$ cat src/rtl/bit_ram_word_master_if.sv
// Request/response channel between a datapath and one bit_ram_word_master.
// The datapath side uses modport master; the word master uses modport slave.
interface bit_ram_word_master_if #(
  parameter int WORD_W = 8,
  parameter int ADDR_W = 14
) ();

  logic              req_valid;
  logic              req_ready;
  logic              req_write;
  logic [ADDR_W-1:0] req_addr;
  logic [WORD_W-1:0] req_wdata;

  logic              rsp_valid;
  logic              rsp_ready;
  logic [WORD_W-1:0] rsp_rdata;
  logic              rsp_err;

  modport master (
    output req_valid, req_write, req_addr, req_wdata, rsp_ready,
    input  req_ready, rsp_valid, rsp_rdata, rsp_err
  );

  modport slave (
    input  req_valid, req_write, req_addr, req_wdata, rsp_ready,
    output req_ready, rsp_valid, rsp_rdata, rsp_err
  );

endinterface

$ cat src/rtl/bit_ram_word_master.sv
// Serialises whole-word loads/stores into WORD_W single-bit accesses on one
// bit-RAM port. Optional store read-back check: BIT_RAM_MASTER_WRITE_VERIFY_EN.
module bit_ram_word_master #(
  parameter int WORD_W = 8,
  parameter int ADDR_W = 14
) (
  input  logic                  clk,
  input  logic                  clear_n,
  bit_ram_word_master_if.slave  bus,
  output logic [ADDR_W-1:0]     mem_address,
  output logic                  mem_datain,
  output logic                  mem_store,
  input  logic                  mem_dataout
);

  localparam int CNT_W = (WORD_W > 1) ? $clog2(WORD_W) : 1;
  localparam logic [CNT_W-1:0] LAST = CNT_W'(WORD_W - 1);

  typedef enum logic [1:0] {
    IDLE,
    XFER,
`ifdef BIT_RAM_MASTER_WRITE_VERIFY_EN
    VERIFY,
`endif
    RESP
  } state_t;

  state_t            state_q, state_d;
  logic [ADDR_W-1:0] addr_q, addr_d;
  logic [WORD_W-1:0] wdata_q, wdata_d;
  logic              write_q, write_d;
  logic [CNT_W-1:0]  count_q, count_d;
  logic [WORD_W-1:0] rdata_q, rdata_d;
  logic              err_q, err_d;

  logic [CNT_W-1:0]  bit_idx;
  logic              access;

  // count walks upward through addresses, so the word bit runs downward
  assign bit_idx = LAST - count_q;

  always_ff @(posedge clk or negedge clear_n) begin
    if (!clear_n) begin
      state_q <= IDLE;
      addr_q  <= '0;
      wdata_q <= '0;
      write_q <= 1'b0;
      count_q <= '0;
      rdata_q <= '0;
      err_q   <= 1'b0;
    end else begin
      state_q <= state_d;
      addr_q  <= addr_d;
      wdata_q <= wdata_d;
      write_q <= write_d;
      count_q <= count_d;
      rdata_q <= rdata_d;
      err_q   <= err_d;
    end
  end

  always_comb begin
    state_d = state_q;
    addr_d  = addr_q;
    wdata_d = wdata_q;
    write_d = write_q;
    count_d = count_q;
    rdata_d = rdata_q;
    err_d   = err_q;

    unique case (state_q)
      IDLE: begin
        if (bus.req_valid) begin
          addr_d  = bus.req_addr;
          wdata_d = bus.req_wdata;
          write_d = bus.req_write;
          count_d = '0;
          // cleared here so a store without read-back answers with zero
          rdata_d = '0;
          err_d   = 1'b0;
          state_d = XFER;
        end
      end

      XFER: begin
        if (!write_q) begin
          rdata_d[bit_idx] = mem_dataout;
        end
        if (count_q == LAST) begin
          count_d = '0;
`ifdef BIT_RAM_MASTER_WRITE_VERIFY_EN
          state_d = write_q ? VERIFY : RESP;
`else
          state_d = RESP;
`endif
        end else begin
          count_d = count_q + CNT_W'(1);
        end
      end

`ifdef BIT_RAM_MASTER_WRITE_VERIFY_EN
      VERIFY: begin
        rdata_d[bit_idx] = mem_dataout;
        if (count_q == LAST) begin
          count_d = '0;
          err_d   = (rdata_d != wdata_q);
          state_d = RESP;
        end else begin
          count_d = count_q + CNT_W'(1);
        end
      end
`endif

      RESP: begin
        if (bus.rsp_ready) begin
          state_d = IDLE;
        end
      end

      default: state_d = IDLE;
    endcase
  end

`ifdef BIT_RAM_MASTER_WRITE_VERIFY_EN
  assign access = (state_q == XFER) || (state_q == VERIFY);
`else
  assign access = (state_q == XFER);
`endif

  // RAM port is a pure decode of registered state
  assign mem_address = access ? (addr_q + ADDR_W'(count_q)) : '0;
  assign mem_store   = (state_q == XFER) && write_q;
  assign mem_datain  = mem_store & wdata_q[bit_idx];

  assign bus.req_ready = (state_q == IDLE);
  assign bus.rsp_valid = (state_q == RESP);
  assign bus.rsp_rdata = rdata_q;
  assign bus.rsp_err   = err_q;

  a_store_only_in_xfer: assert property (
    @(posedge clk) disable iff (!clear_n) mem_store |-> (state_q == XFER)
  );

  a_no_accept_with_rsp: assert property (
    @(posedge clk) disable iff (!clear_n) !(bus.rsp_valid && bus.req_ready)
  );

endmodule

$ cat src/flat_wrapper.sv
// flat-port wrapper written by rule: the top's interface ports become plain ports
module bit_ram_word_master_flat 
#(
  parameter int WORD_W = 8,
  parameter int ADDR_W = 14
)
  (clk, clear_n, mem_address, mem_datain, mem_store, mem_dataout, bus_req_valid, bus_req_write, bus_req_addr, bus_req_wdata, bus_rsp_ready, bus_req_ready, bus_rsp_valid, bus_rsp_rdata, bus_rsp_err);
  bit_ram_word_master_if #(.WORD_W(WORD_W), .ADDR_W(ADDR_W)) bus_i ();
  input  logic clk;
  input  logic clear_n;
  output logic [ADDR_W-1:0] mem_address;
  output logic mem_datain;
  output logic mem_store;
  input  logic mem_dataout;
  input wire logic [$bits(bus_i.req_valid)-1:0] bus_req_valid;
  input wire logic [$bits(bus_i.req_write)-1:0] bus_req_write;
  input wire logic [$bits(bus_i.req_addr)-1:0] bus_req_addr;
  input wire logic [$bits(bus_i.req_wdata)-1:0] bus_req_wdata;
  input wire logic [$bits(bus_i.rsp_ready)-1:0] bus_rsp_ready;
  output wire logic [$bits(bus_i.req_ready)-1:0] bus_req_ready;
  output wire logic [$bits(bus_i.rsp_valid)-1:0] bus_rsp_valid;
  output wire logic [$bits(bus_i.rsp_rdata)-1:0] bus_rsp_rdata;
  output wire logic [$bits(bus_i.rsp_err)-1:0] bus_rsp_err;
  assign bus_i.req_valid = bus_req_valid;
  assign bus_i.req_write = bus_req_write;
  assign bus_i.req_addr = bus_req_addr;
  assign bus_i.req_wdata = bus_req_wdata;
  assign bus_i.rsp_ready = bus_rsp_ready;
  assign bus_req_ready = bus_i.req_ready;
  assign bus_rsp_valid = bus_i.rsp_valid;
  assign bus_rsp_rdata = bus_i.rsp_rdata;
  assign bus_rsp_err = bus_i.rsp_err;
  bit_ram_word_master #(.WORD_W(WORD_W), .ADDR_W(ADDR_W)) u_core (.clk(clk), .clear_n(clear_n), .bus(bus_i), .mem_address(mem_address), .mem_datain(mem_datain), .mem_store(mem_store), .mem_dataout(mem_dataout));
endmodule
$ cat config.mk
export PLATFORM = sky130hd
export DESIGN_NAME = bit_ram_word_master_flat
export DESIGN_NICKNAME = d
export VERILOG_FILES = /design/src/rtl/bit_ram_word_master_if.sv /design/src/rtl/bit_ram_word_master.sv /design/src/flat_wrapper.sv
export SDC_FILE = /design/constraint.sdc
export NUM_CORES = 1
export LEC_CHECK = 0
export BUFFER_PORTS_ARGS = -buffer_cell sky130_fd_sc_hd__buf_2
export CORE_MARGIN = 2
export CORE_UTILIZATION = 52
export CTS_BUF_LIST = sky130_fd_sc_hd__clkbuf_16
export DETAILED_ROUTE_END_ITERATION = 12
export PLACE_DENSITY = 0.79
export SYNTH_ARGS = -nofsm -noshare
export SYNTH_HDL_FRONTEND = slang
export SYNTH_SLANG_ARGS = --single-unit
export TNS_END_PERCENT = 30
$ cat constraint.sdc
create_clock -name clk -period 3.9 [get_ports clk]
set_input_delay 1.17 -clock clk [delete_from_list [all_inputs] [get_ports clk]]
set_output_delay 1.17 -clock clk [all_outputs]
set_load 0.05 [all_outputs]
==> results of run 1 <==
## worst max-delay path, delay by kind of cell, from the launching register on
family                     cells  cell delay (ns)
buffers and inverters          2             0.31
AOI/OAI and AO/OA              2             0.21
DFF                            1             0.35
adders and majority gates      2             0.60
and+or+nand+nor                2             0.81
## cell type report
cell class                 instances  share of cell area [%]
clock inverter                     3                    1.58
clock buffer                       5                    5.09
timing repair buffer              57                    12.1
sequential                        36                    36.6
multi-input combinational        182                    41.4
inverter                           5                   0.763
tap                               48                    2.44
## timing repair
item | CTS | global route
endpoints found under the setup margin | 0 | 1
resized for setup | 0 | 1
hold buffers | 0 | 0
hold endpoints to repair | 0 | 0
## cells by family (layout without fill, tap and decap cells)
kind of cell | Yosys count | count (layout) | synth area share [%]
AOI/OAI and AO/OA | 43 | 43 | 13.9
muxes | 3 | 3 | 2.13
xor gates and xnor gates | 9 | 9 | 3.95
DFF | 36 | 36 | 45.1
buffers and inverters | 18 | 70 | 4.01
adders and majority gates | 6 | 6 | 4.14
other | 1 | 1 | 0.188
and+or+nand+nor | 120 | 120 | 26.6
## cell usage in the layout (no fill, tap or decap), drive strengths merged, types with 2 or more instances in the layout
cell     instances
a21o             2
a21oi            6
and2             3
buf             56
clkbuf           6
dfrtp           36
ha               5
inv              6
mux2i            2
nand2           75
nand2b           5
nand3            5
nand4            4
nor2            15
nor2b            3
nor3             3
nor4             2
o211ai           3
o21a             2
o21ai           18
o2bb2ai          3
o31ai            5
xnor2            4
xor2             5
## path summary, 6_finish.rpt
kind | startpoint | to | slack [ns] | cells after the start
max | u_core.addr_q[0] | mem_address[12] | 0.18 | 8
min | u_core.wdata_q[2] | u_core.wdata_q[2] | 0.47 | 2
max reg2reg | u_core.state_q[1] | u_core.addr_q[1] | 2.18 | 4
min reg2reg | u_core.wdata_q[2] | u_core.wdata_q[2] | 0.47 | 2
max in group asynchronous | clear_n | u_core.addr_q[11] | 2.43 | 1
min in group asynchronous | clear_n | u_core.bus.rsp_rdata[6] | 0.97 | 1
## through the flow
stage | std cells | util, % | cell area, um^2
floorplan | 236 | - | 2000
global placement | 328 | 62.2 | 2290
detailed placement | 328 | 62.2 | 2290
CTS | 336 | 66.6 | 2460
global route | 336 | 66.7 | 2460
finish | 336 | 66.7 | 2460
## registers in the layout (all words and copies together), names as in the netlist
register	flops
u_core.addr_q	14
u_core.state_q	2
u_core.bus.rsp_rdata	8
u_core.count_q	3
u_core.write_q	1
u_core.wdata_q	8
## metal layers
| layer | up-vias | track usage [%] | wire, um |
|---|---|---|---|
| met5 | - | 0 | 0 |
| met4 | 0 | 8.67 | 68 |
| met3 | 7 | 3.75 | 192 |
| met2 | 49 | 35.4 | 2060 |
| met1 | 829 | 31.4 | 2070 |
| li1 | 895 | - | - |
==> results.json, run 1 <==
{
  "syn_nets": 270,
  "dr_total_vias": 1780,
  "synth-edff-count": 0,
  "die_w_um": 66.0,
  "cpPeakStageDelay_ns": 0.52,
  "crit_fanout": 6,
  "drc": 0,
  "synth_cell_types": 41,
  "period_minus_slack_ns": 3.72,
  "drv_slew": 0,
  "netlist_area_um2": 2000,
  "cts.sinks": 36,
  "area_growth_pct": 23.3,
  "routed_wl_um": 4390,
  "async_flop_share_pct": 100,
  "setup_tns_ns": 0,
  "grt_pass1_wl_um": 7510,
  "fp.dieArea_um2": 4350,
  "fin_crit_sh_pct": 95.4,
  "layout-drive-gt1-share_pct": 24.7,
  "initialDrtViolationCount": 120,
  "avgViaCountPerCell": 5.30,
  "tightest_slew_ns": 0.960,
  "clk_pin_slew_ns": 0.05,
  "regArea_um2": 901,
  "ys_seq_area_share_pct": 45.1,
  "yosysMostFrequentCell": "nand2_1",
  "antenna_found_initial": 0,
  "crit_chain": "ha_1, inv_1, fa_1, and2b_2, o21ai_2, or4_1, a21oi_2, clkbuf_4",
  "critPathArrivalTime_ns": 2.55,
  "pin_count": 55,
  "worst_hold_slack_ns": 0.473,
  "slew_headroom_pct": 36.0,
  "ant_nets": 0,
  "yosys.area.top_type": "dfrtp_1",
  "port_buffers": 53,
  "num-nets-final": 321,
  "cp-end-kind": "output port",
  "hold_violations": 0,
  "cts_max_level": 2,
  "cts_made_buffers": 5,
  "fin_skew_ns": 0.00562,
  "grt_setup_unrepaired": "no",
  "crit_required_ns": 2.73,
  "min_path_type": "flip-flop to flip-flop",
  "root_buffer": "clkbuf_16",
  "status": "finished clean",
  "drt_pass1_iterations": 4,
  "postLayoutSetupSlackWorst_ns": 0.179,
  "grt_max_degree": 37,
  "hpwl_um": 3120,
  "clk_latency_ns": 0.28,
  "initial_utilization_pct": 54.1,
  "ys_top_cells_by_count": "75 x nand2_1, 36 x dfrtp_1, 15 x nor2_1",
  "postCtsSetupRepairBufs": 0,
  "cts_tree": "done",
  "final-setup-viol-count": 0,
  "rows": 22,
  "cts_buffer_depth": 2,
  "drv_cap": 0,
  "multi_input_area_um2": 1020,
  "crit_slowest_cell": "or4_1",
  "start_kind": "flip-flop",
  "fillers": 337,
  "yosysWarnings": 0,
  "n_antenna_cell": 0,
  "first_global_vias": 1657,
  "die_height_um": 66.0,
  "fmax_ghz": 0.269,
  "grt_use_total_pct": 22.6,
  "dpl_worst_slack_ns": 0.464,
  "overflow": 0,
  "ys.flop_type": "dfrtp_1",
  "fp.coreArea_um2": 3690,
  "synth_cells": 236,
  "path_class": "flip-flop to output port",
  "ys_seq_elements": 36,
  "ys_top_cells_by_area": "dfrtp_1 45%, nand2_1 14%, ha_1 3.1%",
  "wl_per_cell_um": 13.1,
  "gp_congestion": 0.887,
  "yosys.area.top_type_share_pct": 45.1,
  "syn_avg_cell_area_um2": 8.46
}
Power of run 1 is not shown: default switching activity piles up to over one toggle a cycle in this logic, so the estimate is an artifact.
==> run 2, diff against run 1 <==
- REMOVE_ABC_BUFFERS: unset -> 1
==> run 2 against run 1 <==
Effect of this change:
- first-iteration DRC count decreased by 4.2%
- non-clock buffer count unchanged
- die area unchanged
- via count increased by 0.73%
- highest routed layer unchanged
- register-to-register slack got worse by 0.08 ns
- count of clock-buffer cells in the layout unchanged
- wire length increased by 3.6%
- critical path type unchanged
==> results.json, run 2 (same netlist as run 1, synthesis figures left out) <==
{
  "drc": 0,
  "largest-register": "u_core.addr_q",
  "grt_setup_unrepaired": "no",
  "slew_headroom_pct": 33.0,
  "rr_worst_depth": 4,
  "dpl-instance-area_um2": 2290,
  "final-setup-viol-count": 0,
  "regArea_um2": 901,
  "initialDrtViolationCount": 115,
  "critPathArrivalTime_ns": 2.60,
  "port_buffers": 53,
  "multi_input_area_um2": 1010,
  "gp_congestion": 0.926,
  "cp-end-kind": "output port",
  "status": "finished clean",
  "num-nets-final": 321,
  "cts_buffer_depth": 2,
  "crit_fanout": 6,
  "routed_wl_um": 4550,
  "avgViaCountPerCell": 5.34,
  "fp.dieArea_um2": 4350,
  "layout_commonest_cell": "nand2_1",
  "n_antenna_cell": 0,
  "met3_usage_pct": 5.28,
  "cts.sinks": 36,
  "root_buffer": "clkbuf_16",
  "cts_max_level": 2,
  "dr_total_vias": 1793,
  "hold_violations": 0,
  "cts_made_buffers": 5,
  "final_util_pct": 66.5,
  "grt_max_degree": 37,
  "cpPeakStageDelay_ns": 0.50,
  "wl_per_cell_um": 13.5,
  "fin_area_um2": 2450,
  "cts_resized": 0,
  "met2_usage_pct": 38.4,
  "antenna_found_initial": 0,
  "drv_slew": 0,
  "grt_pass1_wl_um": 8080,
  "fin_skew_ns": 0.00707,
  "clk_latency_ns": 0.28,
  "min_path_type": "flip-flop to flip-flop",
  "grtUsageMet1_pct": 34.0,
  "period_minus_slack_ns": 3.77,
  "post-place-cells": 328,
  "start_kind": "flip-flop",
  "fillers": 346,
  "postCtsSetupRepairBufs": 0,
  "tightest_slew_ns": 1.01,
  "crit_required_ns": 2.73,
  "crit_chain": "ha_1, inv_1, fa_1, and2b_2, o21ai_2, or4_1, a21oi_1, buf_2",
  "fp.coreArea_um2": 3690,
  "clk_pin_slew_ns": 0.06,
  "drt_pass1_iterations": 4,
  "overflow": 0,
  "stdcell_count": 336,
  "whs_path_depth": 2,
  "die_w_um": 66.0,
  "area_growth_pct": 22.9,
  "rows": 22,
  "path_class": "flip-flop to output port",
  "final_cell_mix": "75 x nand2_1, 53 x buf_2, 36 x dfrtp_1",
  "fin_crit_sh_pct": 96.6,
  "crit_slowest_cell": "or4_1",
  "die_height_um": 66.0,
  "first_global_vias": 1719,
  "grt.busiest_layer": "met2",
  "largest_register_ff_count": 14,
  "hpwl_um": 3210,
  "fmax_ghz": 0.266,
  "initial_utilization_pct": 54.1,
  "drv_cap": 0,
  "layout-drive-gt1-share_pct": 24.0,
  "grt_use_total_pct": 24.2,
  "cts_tree": "done",
  "ant_nets": 0,
  "postCtsHoldBufs": 0,
  "pin_count": 55
}
==> run 2: worst paths after layout <==
path                                    from                       to  slack [ns]
max                        u_core.count_q[0]          mem_address[12]        0.13
min                        u_core.wdata_q[7]        u_core.wdata_q[7]        0.48
max reg2reg                u_core.state_q[1]         u_core.addr_q[1]        2.10
min reg2reg                u_core.wdata_q[7]        u_core.wdata_q[7]        0.48
max in group asynchronous            clear_n        u_core.wdata_q[6]        2.43
min in group asynchronous            clear_n  u_core.bus.rsp_rdata[2]        0.98
==> run 2: metal layers <==
metal / up-vias / wire length (um) / share of wire [%]
met3: 2 / 228 / 5.0
met4: 0 / 28 / 0.62
met5: - / 0 / 0
li1: 888 / - / -
met2: 49 / 2180 / 48
met1: 854 / 2110 / 46
==> run 2: per-stage QoR <==
| step | hold WS (ns) | setup TNS (ns) | setup WS (ns) |
|---|---|---|---|
| after CTS | 0.474 | 0 | 0.132 |
| final | 0.478 | 0 | 0.134 |
| after global routing | 0.501 | 0 | 0.0399 |
| after global placement | 0.456 | 0 | 0.522 |
| after detailed placement | 0.461 | 0 | 0.477 |
| after floorplan | 0.440 | -0.110 | -0.110 |
==> run 2: area by class of cell <==
cell class	count	area share, %
clock buffers	5	5.10
clock inverters	3	1.53
inverters	5	0.765
multi-input cells	182	41.4
flip-flops and latches	36	36.7
well taps	48	2.45
repair buffers	57	12.0
==> run 2: critical path: cells and delay by family, from the launching register on <==
family                   cells  cell delay [ns]
AO/OA/AOI/OAI                2             0.21
flip-flops                   1             0.35
adder cells (fa/ha/maj)      2             0.62
buffers and inverters        2             0.34
AND/OR/NAND/NOR              2             0.79
Power of run 2 is left out for the same reason.
==> run 3, diff against run 2 <==
--- a/config.mk
+++ b/config.mk
@@ -6,10 +6,11 @@
 export NUM_CORES = 1
 export LEC_CHECK = 0
+export ABC_AREA = 1
 export BUFFER_PORTS_ARGS = -buffer_cell sky130_fd_sc_hd__buf_2
 export CORE_MARGIN = 2
-export CORE_UTILIZATION = 52
+export CORE_UTILIZATION = 53
 export CTS_BUF_LIST = sky130_fd_sc_hd__clkbuf_16
 export DETAILED_ROUTE_END_ITERATION = 12
-export PLACE_DENSITY = 0.79
+export PLACE_DENSITY = 0.8
 export REMOVE_ABC_BUFFERS = 1
 export SYNTH_ARGS = -nofsm -noshare
==> constraint.sdc (replaced) <==
create_clock -name clk -period 3.9 [get_ports clk]
set_input_delay 0.78 -clock clk [delete_from_list [all_inputs] [get_ports clk]]
set_output_delay 0.78 -clock clk [all_outputs]
set_load 0.05 [all_outputs]
==> run 3 against run 2 <==
Effect of this change:
- global-route usage is 2.2 points lower
- non-clock buffer count is 4 lower
- hold slack worse by 0.012 ns
- sequential cell count stayed put
- count of clock-buffer cells in the layout stayed put
- worst setup slack better by 0.48 ns
- cell count is 21% higher
- clock skew is 0.0050 ns lower
- register-to-register slack better by 0.35 ns
- die area is 5.2% higher
==> results.json, run 3 <==
{
  "power_density_nw_per_um2": 1030,
  "rr_worst_depth": 5,
  "async_flop_share_pct": 100,
  "ys_seq_elements": 36,
  "fillers": 342,
  "hold_path_end": "u_core.bus.rsp_rdata[0]",
  "overflow": 0,
  "drv_cap": 0,
  "drt_pass1_iterations": 4,
  "critPathArrivalTime_ns": 2.51,
  "power.total_mw": 2.60,
  "pin_count": 55,
  "intPower_mw": 1.17,
  "gp_congestion": 0.929,
  "ys.flop_type": "dfrtp_1",
  "cp-end-kind": "output port",
  "crit_fanout": 13,
  "num-nets-final": 389,
  "port_buffers": 53,
  "postCtsHoldBufs": 0,
  "yosys.area.top_type": "dfrtp_1",
  "initialDrtViolationCount": 111,
  "slew_headroom_pct": 48.3,
  "power_frac_seq_pct": 27.6,
  "largest-register": "u_core.addr_q",
  "start_kind": "flip-flop",
  "r2r-end": "u_core.bus.rsp_rdata[0]",
  "rows": 23,
  "clk_pin_slew_ns": 0.05,
  "hpwl_um": 3310,
  "swShare_pct": 54.9,
  "final_cell_mix": "145 x nand2_1, 53 x buf_2, 36 x dfrtp_1",
  "ys_top_cells_by_area": "dfrtp_1 42%, nand2_1 25%, nor2_1 4.4%",
  "die_height_um": 67.6,
  "initial_utilization_pct": 54.4,
  "yosysWarnings": 0,
  "cts_made_buffers": 5,
  "whs_path_depth": 2,
  "area_growth_pct": 17.9,
  "grt_pass1_wl_um": 7470,
  "ys_top_cells_by_count": "145 x nand2_1, 36 x dfrtp_1, 25 x nor2_1",
  "grt_use_total_pct": 21.9,
  "root_buffer": "clkbuf_16",
  "p_sw_mw": 1.43,
  "setup_tns_ns": 0,
  "dr_total_vias": 1970,
  "tightest_slew_ns": 0.776,
  "period_minus_slack_ns": 3.29,
  "routed_wl_um": 4670,
  "leakagePower_nw": 1.47,
  "final-setup-viol-count": 0,
  "wl_per_cell_um": 11.5,
  "antenna_found_initial": 0,
  "power_frac_comb_pct": 58.2,
  "grt_max_degree": 37,
  "netlist_area_um2": 2150,
  "hold_start": "u_core.bus.rsp_rdata[0]",
  "r2r_start": "u_core.count_q[0]",
  "dpl_worst_slack_ns": 0.921,
  "fin_crit_sh_pct": 84.4,
  "hold_violations": 0,
  "n_antenna_cell": 0,
  "grt_setup_unrepaired": "no",
  "cts_tree": "done",
  "status": "finished clean",
  "layout_commonest_cell": "nand2_1",
  "synth-edff-count": 0,
  "cp-startpoint": "u_core.count_q[0]",
  "clkPwrFrac_pct": 14.2,
  "min_path_type": "flip-flop to flip-flop",
  "ys_seq_area_share_pct": 42.0,
  "cts_resized": 0,
  "layout-drive-gt1-share_pct": 20.6,
  "vdd_ir_drop_max_v": 0.000402,
  "avgViaCountPerCell": 4.86,
  "largest_register_ff_count": 14,
  "fp.dieArea_um2": 4570,
  "first_global_vias": 1734,
  "fmax_ghz": 0.304,
  "syn_avg_cell_area_um2": 7.08,
  "clk_latency_ns": 0.27,
  "path_class": "flip-flop to output port",
  "postCtsSetupRepairBufs": 0,
  "yosysMostFrequentCell": "nand2_1",
  "cts.sinks": 36,
  "synth_cell_types": 29,
  "fin_skew_ns": 0.00207,
  "cts_max_level": 2,
  "drv_slew": 0,
  "fp.coreArea_um2": 3940,
  "ant_nets": 0,
  "crit_required_ns": 3.12,
  "drc": 0,
  "die_w_um": 67.6,
  "yosys.area.top_type_share_pct": 42.0,
  "r2r_setup_slack_ns": 2.45,
  "cts_buffer_depth": 2,
  "postLayoutSetupSlackWorst_ns": 0.610,
  "synth_cells": 303
}
## run 3: cell count changes in the layout (fill, tap and decap cells not counted), sizes merged, moves of 4 or more
cell	delta
nand2	+74
inv	+20
nor2	+11
nor3	+7
nand2b	-5
o31ai	-5
xor2	-5
buf	-4
nand3	+4
xnor2	-4
## run 3: cell type report
class                   instances  area [um^2]  area share (%)
clock inverters                 2         7.51           0.297
inverters                      25         96.3            3.81
flip-flops and latches         36          901            35.6
repair buffers                 53          265            10.5
multi-input cells             234         1070            42.4
well taps                      50         62.6            2.47
clock buffers                   5          125            4.95
## run 3: how the worst max path moves through the flow
stage | cells past startpoint | slack (ns) | end
detailed placement | 11 | 0.92 | mem_address[10]
global route | 11 | 0.43 | mem_address[10]
finish | 11 | 0.61 | mem_address[10]
floorplan | 8 | 0.55 | mem_address[4]
CTS | 11 | 0.62 | mem_address[10]
global placement | 11 | 1.02 | mem_address[10]
## run 3: routing by layer
metal / track usage (%) / share of wire (%) / up-vias
li1: - / - / 1042
met1: 28.9 / 46 / 863
met2: 35.5 / 48 / 60
met3: 4.17 / 5.6 / 5
met4: 8.42 / 1.1 / 0
met5: 0 / 0 / -
## run 3: critical path, stage by stage (launching register included)
cell and delay, ns:
dfrtp_1 0.58, ha_1 0.28, inv_1 0.07, fa_1 0.37
inv_1 0.09, nand3_1 0.09, nand2_1 0.17, nand3_1 0.13
nand2_1 0.08, nand2_1 0.04, nor2_1 0.08, buf_2 0.26
## run 3: cell families after synthesis
kind of cell,synth area share (%)
flip-flops,42.0
AO/OA/AOI/OAI,7.99
AND/OR/NAND/NOR,38.0
adder cells (fa/ha/maj),3.85
other,0.175
buffers and inverters,8.05
## run 3: metrics by stage
| stage | utilization [%] | cells | hold WS, ns | instance area [um^2] |
|---|---|---|---|---|
| floorplan | - | 295 | 0.449 | 2070 |
| global placement | 60.8 | 398 | 0.451 | 2400 |
| detailed placement | 60.8 | 398 | 0.457 | 2400 |
| CTS | 64.2 | 405 | 0.474 | 2530 |
| global route | 64.2 | 405 | 0.505 | 2530 |
| finish | 64.2 | 405 | 0.466 | 2530 |
## run 3: power groups by stage
stage          sequential (mW)  clock (mW)  combinational [mW]
5_1_grt                  0.743       0.389                1.66
4_1_cts                  0.715       0.374                1.52
3_3_place_gp             0.711           0                1.49
6_report                 0.719       0.369                1.51
2_1_floorplan            0.790           0                1.09
3_5_place_dp             0.717           0                1.51
Power figures use the tool's default switching activity.
